`src/rtl/ar429_pkg.sv`:
```
// Shared ARINC-429 definitions: transmitter states, word width and the
// half-bit timing formula used by the transmitter and its tick generator.
package ar429_pkg;

  typedef enum logic [1:0] {
    IDLE = 2'd0,
    HIGH = 2'd1,
    LOW  = 2'd2,
    GAP  = 2'd3
  } tx_state_e;

  localparam int WORD_W   = 32;
  localparam int HB_CNT_W = 16;

  // Clock cycles per half-bit; integer division, remainder is dropped.
  function automatic int hb_cycles(input int clk_hz, input int bit_rate);
    return clk_hz / (2 * bit_rate);
  endfunction

endpackage

```
`src/rtl/ar_tx_word_if.sv`:
```
// Caller-side bus of the ARINC-429 word transmitter.
// Handshake: st is a one-cycle strobe, taken only when busy is low (IDLE);
// a strobe while busy is high is dropped and answered by a one-cycle ovr.
// done marks the last gap cycle; busy falls on the following cycle.
interface ar_tx_word_if;
  import ar429_pkg::*;

  logic [30:0] din;
  logic        st;
  logic        TXP;
  logic        TXN;
  logic        busy;
  logic        done;
  logic        ovr;
  logic [5:0]  N_bit;
  tx_state_e   state;   // debug view of the transmitter FSM

  modport master (
    output din, st,
    input  TXP, TXN, busy, done, ovr, N_bit, state
  );

  modport slave (
    input  din, st,
    output TXP, TXN, busy, done, ovr, N_bit, state
  );

endinterface

```
`src/rtl/ar_tx_baud.sv`:
```
// Half-bit tick generator: 16-bit down counter loaded with HB-1, tick at 0.
module ar_tx_baud
  import ar429_pkg::*;
#(
  parameter int HB = 5
) (
  input  logic                clk,
  input  logic                rst,
  input  logic                load,   // start a fresh half-bit
  input  logic                en,     // count while a word or gap is active
  output logic                tick,   // last cycle of the current half-bit
  output logic [HB_CNT_W-1:0] cnt
);

  localparam logic [HB_CNT_W-1:0] HB_M1 = HB_CNT_W'(HB - 1);

  logic [HB_CNT_W-1:0] cnt_q, cnt_d;

  // Next count: reload on start or terminal count, park at zero when idle.
  always_comb begin
    cnt_d = cnt_q;
    if (load) begin
      cnt_d = HB_M1;
    end else if (!en) begin
      cnt_d = '0;
    end else if (cnt_q == '0) begin
      cnt_d = HB_M1;
    end else begin
      cnt_d = cnt_q - 1'b1;
    end
  end

  // Counter register.
  always_ff @(posedge clk) begin
    if (rst) cnt_q <= '0;
    else     cnt_q <= cnt_d;
  end

  assign tick = en && (cnt_q == '0);
  assign cnt  = cnt_q;

endmodule

```
`src/rtl/ar_tx_word.sv`:
```
// ARINC-429 word transmitter: 31 data bits LSB first plus odd parity,
// bipolar return-to-zero line coding, followed by a null gap.
module ar_tx_word
  import ar429_pkg::*;
#(
  parameter int CLK_HZ   = 50_000_000,
  parameter int BIT_RATE = 100_000,
  parameter int GAP_BITS = 4
) (
  input  logic           clk,
  input  logic           rst,
  ar_tx_word_if.slave    bus
);

  localparam int HB = hb_cycles(CLK_HZ, BIT_RATE);
  localparam logic [7:0] GAP_M1 = 8'(2 * GAP_BITS - 1);

  // Timing parameters the counters cannot represent are rejected at elaboration.
  if (HB < 2) begin : g_hb_min
    $error("ar_tx_word: half-bit must be at least 2 clock cycles");
  end
  if (HB > 65536) begin : g_hb_max
    $error("ar_tx_word: half-bit does not fit the 16-bit counter");
  end
  if (GAP_BITS < 1 || GAP_BITS > 128) begin : g_gap_rng
    $error("ar_tx_word: GAP_BITS must be 1..128");
  end

  tx_state_e            state_q, state_d;
  logic [WORD_W-1:0]    sh_q, sh_d;
  logic [5:0]           bit_q, bit_d;
  logic [7:0]           gap_q, gap_d;
  logic                 txp_q, txp_d;
  logic                 txn_q, txn_d;
  logic                 busy_q, busy_d;
  logic                 done_q, done_d;
  logic                 ovr_q, ovr_d;
  logic                 accept;
  logic                 tick;
  logic [HB_CNT_W-1:0]  hb_cnt;

  assign accept = (state_q == IDLE) && bus.st;

  ar_tx_baud #(.HB(HB)) u_baud (
    .clk  (clk),
    .rst  (rst),
    .load (accept),
    .en   (state_q != IDLE),
    .tick (tick),
    .cnt  (hb_cnt)
  );

  // FSM next state, shift register, bit index and registered line outputs.
  always_comb begin
    state_d = state_q;
    sh_d    = sh_q;
    bit_d   = bit_q;
    gap_d   = gap_q;
    done_d  = 1'b0;
    ovr_d   = bus.st && (state_q != IDLE);
    unique case (state_q)
      IDLE: begin
        if (bus.st) begin
          state_d = HIGH;
          sh_d    = {~^bus.din, bus.din};
          bit_d   = 6'd0;
        end
      end
      HIGH: begin
        if (tick) state_d = LOW;
      end
      LOW: begin
        if (tick) begin
          if (bit_q < 6'd31) begin
            state_d = HIGH;
            sh_d    = sh_q >> 1;
            bit_d   = bit_q + 6'd1;
          end else begin
            state_d = GAP;
            bit_d   = 6'd32;
            gap_d   = GAP_M1;
          end
        end
      end
      GAP: begin
        // done is registered, so it is raised one cycle ahead of the last gap cycle.
        if (gap_q == 8'd0 && hb_cnt == HB_CNT_W'(1)) done_d = 1'b1;
        if (tick) begin
          if (gap_q == 8'd0) begin
            state_d = IDLE;
            bit_d   = 6'd0;
          end else begin
            gap_d   = gap_q - 8'd1;
          end
        end
      end
      default: state_d = IDLE;
    endcase
    txp_d  = (state_d == HIGH) &&  sh_d[0];
    txn_d  = (state_d == HIGH) && !sh_d[0];
    busy_d = (state_d != IDLE);
  end

  // State and output registers; reset aborts any word or gap in progress.
  always_ff @(posedge clk) begin
    if (rst) begin
      state_q <= IDLE;
      sh_q    <= '0;
      bit_q   <= '0;
      gap_q   <= '0;
      txp_q   <= 1'b0;
      txn_q   <= 1'b0;
      busy_q  <= 1'b0;
      done_q  <= 1'b0;
      ovr_q   <= 1'b0;
    end else begin
      state_q <= state_d;
      sh_q    <= sh_d;
      bit_q   <= bit_d;
      gap_q   <= gap_d;
      txp_q   <= txp_d;
      txn_q   <= txn_d;
      busy_q  <= busy_d;
      done_q  <= done_d;
      ovr_q   <= ovr_d;
    end
  end

  assign bus.TXP   = txp_q;
  assign bus.TXN   = txn_q;
  assign bus.busy  = busy_q;
  assign bus.done  = done_q;
  assign bus.ovr   = ovr_q;
  assign bus.N_bit = bit_q;
  assign bus.state = state_q;

endmodule

```
`src/flat_wrapper.sv`:
```
// flat-port wrapper written by rule: the top's interface ports become plain ports
module ar_tx_word_flat import ar429_pkg::*;
#(
  parameter int CLK_HZ   = 50_000_000,
  parameter int BIT_RATE = 100_000,
  parameter int GAP_BITS = 4
)
  (clk, rst, bus_din, bus_st, bus_TXP, bus_TXN, bus_busy, bus_done, bus_ovr, bus_N_bit, bus_state);
  ar_tx_word_if bus_i ();
  input  logic clk;
  input  logic rst;
  input wire logic [$bits(bus_i.din)-1:0] bus_din;
  input wire logic [$bits(bus_i.st)-1:0] bus_st;
  output wire logic [$bits(bus_i.TXP)-1:0] bus_TXP;
  output wire logic [$bits(bus_i.TXN)-1:0] bus_TXN;
  output wire logic [$bits(bus_i.busy)-1:0] bus_busy;
  output wire logic [$bits(bus_i.done)-1:0] bus_done;
  output wire logic [$bits(bus_i.ovr)-1:0] bus_ovr;
  output wire logic [$bits(bus_i.N_bit)-1:0] bus_N_bit;
  output wire logic [$bits(bus_i.state)-1:0] bus_state;
  assign bus_i.din = bus_din;
  assign bus_i.st = bus_st;
  assign bus_TXP = bus_i.TXP;
  assign bus_TXN = bus_i.TXN;
  assign bus_busy = bus_i.busy;
  assign bus_done = bus_i.done;
  assign bus_ovr = bus_i.ovr;
  assign bus_N_bit = bus_i.N_bit;
  assign bus_state = bus_i.state;
  ar_tx_word #(.CLK_HZ(CLK_HZ), .BIT_RATE(BIT_RATE), .GAP_BITS(GAP_BITS)) u_core (.clk(clk), .rst(rst), .bus(bus_i));
endmodule
```
`config.mk`:
```
export PLATFORM = sky130hd
export DESIGN_NAME = ar_tx_word_flat
export DESIGN_NICKNAME = d
export VERILOG_FILES = /design/src/rtl/ar429_pkg.sv /design/src/rtl/ar_tx_word_if.sv /design/src/rtl/ar_tx_baud.sv /design/src/rtl/ar_tx_word.sv /design/src/flat_wrapper.sv
export SDC_FILE = /design/constraint.sdc
export NUM_CORES = 1
export LEC_CHECK = 0
export ABC_AREA = 1
export CORE_UTILIZATION = 50
export CTS_BUF_LIST = sky130_fd_sc_hd__clkbuf_8 sky130_fd_sc_hd__clkbuf_16
export DETAILED_ROUTE_END_ITERATION = 8
export PLACE_DENSITY = 0.74
export SLEW_MARGIN = 20
export SYNTH_ARGS = -nofsm -noshare
export SYNTH_HDL_FRONTEND = slang
export SYNTH_SLANG_ARGS = --single-unit
```
`constraint.sdc`:
```
create_clock -name clk -period 5.4 [get_ports clk]
set_input_delay 1.08 -clock clk [delete_from_list [all_inputs] [get_ports clk]]
set_output_delay 1.08 -clock clk [all_outputs]
set_load 0.02 [all_outputs]
```
Yosys cells after proc, flatten, opt, wreduce, memory -nomap -nowiden

Index checks and enable logic that the tools add are counted.

Logic and storage cells: 77
Input port bits: 34
Register bits: 69

Reductions and logical operators: 21
Mux-type cells: 26
Eq/ne operators: 12
Magnitude comparators: 1
Add/sub/neg operators: 3
Bitwise operators: 2

Operators by type and width:

| kind                                                  | number |
|---|---|
| two-way mux 32 bit                                    | 3 |
| case mux 32 bit (2 select lines)                      | 1 |
| two-way mux 8 bit                                     | 7 |
| XNOR reduction 31 bit                                 | 1 |
| two-way mux 6 bit                                     | 5 |
| case mux 6 bit (3 select lines)                       | 1 |
| == test 16 x 1 -> 1 bit, second input constant        | 1 |
| logical NOT 16 bit                                    | 1 |
| case mux 8 bit (2 select lines)                       | 1 |
| subtractor 16 x 1 -> 16 bit, second input constant    | 1 |
| two-way mux 2 bit                                     | 6 |
| AND reduction 5 bit                                   | 2 |
| logical NOT 8 bit                                     | 1 |
| inequality test 2 x 1 -> 1 bit, second input constant | 4 |
| case mux 2 bit (4 select lines)                       | 1 |
| nonzero test 2 bit                                    | 4 |
| subtractor 8 x 1 -> 8 bit, second input constant      | 1 |
| adder 6 x 1 -> 6 bit, second input constant           | 1 |
| logical AND 1 bit                                     | 6 |
| < comparator 6 x 5 -> 1 bit, second input constant    | 1 |
| inequality test 2 bit, second input constant          | 3 |
| == test 2 x 1 -> 1 bit, second input constant         | 2 |
| == test 2 bit, second input constant                  | 2 |
| AND reduction 4 bit                                   | 1 |
| other kinds (7)                                       | 8 |

Depth between registers and ports, before layout

Depth in word-level cells: 6
Mapped depth: 14

Hierarchy

A second synthesis with hierarchy kept.

Cells, all modules: 648
Area total of the unflattened synthesis: 4,078.9 um^2

Modules (own cells, without submodules):

| module     | area each (um^2) | cells an instance | instances | sequential area each (um^2) |
|---|---|---|---|---|
| ar_tx_word | 3,108.0          | 505               | 1         | 1,061.0 |
| ar_tx_baud | 970.9            | 143               | 1         | 320.3 |

Worst setup path before layout

Ideal clock, no wire load.

Kind: input to register
Start: in bus_st
End: reg u_core.sh_q[10]
Data arrival time: 1.818 ns
Slack: 3.455 ns
Required time: 5.272 ns
Buffers on the path: 1
Stages on the path: 7
Cells stage by stage: inv_1 -> nor2_4 -> inv_1 -> clkbuf_1 -> o21ai_0 -> a21oi_1 -> nor2_1

Longest elaborated chain between the ends: 2

RTL lines:

| what                                   | line               | text |
|---|---|---|
| start: declaration                     | flat_wrapper.sv:13 | `input wire logic [$bits(bus_i.st)-1:0] bus_st;` |
| inequality test 2 bit (no source line) | -                  |  |
| AND reduction 4 bit (no source line)   | -                  |  |
| end signal: assignment                 | ar_tx_word.sv:108  | `sh_q <= '0;` |
| end signal: assignment                 | ar_tx_word.sv:118  | `sh_q <= sh_d;` |
| end: declaration                       | ar_tx_word.sv:30   | `logic [WORD_W-1:0] sh_q, sh_d;` |

Every way passes these cells.
A chain may end at the register's enable or synchronous reset.

Worst setup path after layout

Start: reg u_core.state_q[0] (netlist: u_core.bus.state[0])
End: out bus_state[0]

RTL lines:

| what                     | line               | text |
|---|---|---|
| start: declaration       | ar_tx_word.sv:29   | `tx_state_e state_q, state_d;` |
| start signal: assignment | ar_tx_word.sv:117  | `state_q <= state_d;` |
| end: declaration         | flat_wrapper.sv:20 | `output wire logic [$bits(bus_i.state)-1:0] bus_state;` |

No word-level cell between the ends.

==> reports/qor.yml <==
placed_design:
  dpl_cell_area_mm2: 0.00450
  port_buffers: 46
  gp_congestion: 0.824
  hpwl_um: 6390
clock_network:
  cts-root-buf: "clkbuf_8"
  numCtsBuffers: 9
  path_clk_slew_ns: 0.07
  cts_setup_buffers: 0
  clk_path_buf_depth: 2
  htreeDepth: 3
  clkSinkCount: 69
  clk_latency_ns: 0.35
  postCtsHoldBufs: 0
  cts_tree: "done"
  cts.repair.resized: 0
cells_and_area:
  fin_nets: 714
  layout_commonest_cell: "nand2_1"
  drive_gt1_frac: 0.0647
  diodes: 0
  final_cell_mix: "192 x nand2_1, 84 x nor2_1, 73 x inv_1"
  postLayoutCellArea_mm2: 0.00475
  syn_to_final_growth_pct: 18.5
job:
  max_cap_viol_count: 0
sta:
  finalSetupViolCount: 0
  layout_min_cycle_time_ns: 2.69
  worst_pin_slew_ns: 0.669
  clock.fmax_mhz: 372
  slew_headroom: 0.553
  fin_skew_ns: 0.00750
  hold_slack_ns: 0.453
  finalHoldViolCount: 0
  drv_slew: 0
  rsz0062_at_grt: "false"
  post-route-period-util: 0.497
  setup_tns_ns: 0
die:
  dieWidth_um: 91.5
  rows: 32
  fp.dieH_um: 91.5
  start_util: 0.519
  core_area_mm2: 0.00773
  num_io_pins: 47
  dieArea_mm2: 0.00838
setup_path:
  crit_path_cell_trace: "clkdlybuf4s50_1"
  cp_data_arrival_time_ns: 1.61
  critPathRequiredTime_ns: 4.32
  critPathLaunchType: "flip-flop"
  end_kind: "output port"
  cp_num_buf_inv: 1
  critical-path-max-stage-delay_ns: 0.69
  path_delay_family: "buffers and inverters"
  path_max_fanout: 12
  criticalPathCategory: "reg -> out"
  critical-path-slowest-cell: "clkdlybuf4s50_1"
detailed_routing:
  drtAntennaViolNets: 0
  totalWireLength_um: 8810
  first_pass_iters: 5
  wl_per_cell_um: 11.3
  viasPerCell: 5.08
  num_vias: 3975
  drc: 0
  drt_iter0_markers: 135
global_route:
  grt_start_max_net_pins: 42
  antenna_found_initial: 0
  grt_pass1_wl_um: 15300
  overflow: 0
  grtUsageTotal: 0.223
  grt_pass1_vias: 3675
hold_path:
  hold_path.class: "reg -> reg"
logic_synthesis:
  synth_cell_type_count: 40
  synth_ff_type: "dfxtp_1"
  synth_edf_count: 0
  syn_area_per_cell_um2: 6.30
  postSynth.asyncResetShare: 0
  ys_ff_latch: 69
  synthTopCellsByArea: "dfxtp_1 34%, nand2_1 18%, nor2_1 7.9%"
  synth_top_cell_by_area: "dfxtp_1"
  synthCells: 636
  ys_seq_area_frac: 0.345
  synth_warnings: 0
  syn_nets: 675
  synth_top_area_share: 0.345
  syn_area_mm2: 0.00401
status:
  status: "completed"
pwr:
  p_leak_nw: 2.15
  ir_drop_uv: 152
  power_density_mw_per_mm2: 376
-- metal layers --
layer	part of all wire	wire [um]	global-route usage	up-vias
met3	0.042	366	0.0595	13
li1	-	-	-	2089
met2	0.50	4420	0.405	89
met4	0.018	159	0.0635	0
met1	0.44	3870	0.254	1784
met5	0	0	0	-
-- power breakdown --
group	leakage [nW]	internal, mW	switching, mW	total [mW]
registers	0.565	0.585	0.0686	0.654
logic	1.47	0.223	0.390	0.613
clock network	0.119	0.318	0.201	0.519
-- cells by family after synthesis --
kind of cell               after synthesis  synth area share
AOI/OAI and AO/OA                       86             0.118
xor gates and xnor gates                15            0.0328
adders and majority gates                5            0.0156
buffers and inverters                   99             0.101
DFF                                     69             0.345
and+or+nand+nor                        362             0.388
-- per-stage QoR --
step,total power [mW],setup WS (ns),cells,util
6_report,1.79,2.71,782,0.615
5_1_grt,1.91,2.56,782,0.615
4_1_cts,1.79,2.68,782,0.614
3_5_place_dp,1.28,2.43,766,0.582
3_3_place_gp,1.26,2.50,766,0.582
2_1_floorplan,1.13,3.45,636,-
-- sequential cells by signal, summed over array words and instances (netlist names) --
register and cells:
u_core.gap_q 8, u_core.bus.TXP 1, u_core.bus.state 2, u_core.bus.N_bit 6, u_core.u_baud.cnt 16, u_core.bus.busy 1
u_core.bus.ovr 1, u_core.bus.TXN 1, u_core.sh_q 32, u_core.bus.done 1
-- area by class of cell --
| type | count | area, um^2 |
|---|---|---|
| Fill cell | 729 | 2980 |
| Clock buffer | 10 | 138 |
| Sequential cell | 69 | 1380 |
| Multi-Input combinational cell | 468 | 2230 |
| Clock inverter | 6 | 110 |
| Inverter | 80 | 300 |
| Timing Repair Buffer | 47 | 468 |
| Tap cell | 102 | 128 |
-- worst paths after layout --
| path | start | end | slack (ns) | depth (start not counted) |
|---|---|---|---|---|
| worst max-delay path | u_core.bus.state[0] | bus_state[0] | 2.71 | 1 |
| worst min-delay path | u_core.gap_q[0] | u_core.gap_q[0] | 0.45 | 1 |
| worst max register to register | u_core.bus.N_bit[0] | u_core.sh_q[30] | 3.03 | 10 |
| worst min register to register | u_core.gap_q[0] | u_core.gap_q[0] | 0.45 | 1 |
-- cells in the mapped netlist (all sizes together) (7+ instances only) --
cell type and count:
xnor2 7, xor2 8, clkbuf 7, nor2 91, nand3 53, dfxtp 69, a31oi 15, inv 79
buf 12, a21oi 35, o21ai 33, nand2 195, nor3 9
Power figures use the tool's default switching activity.
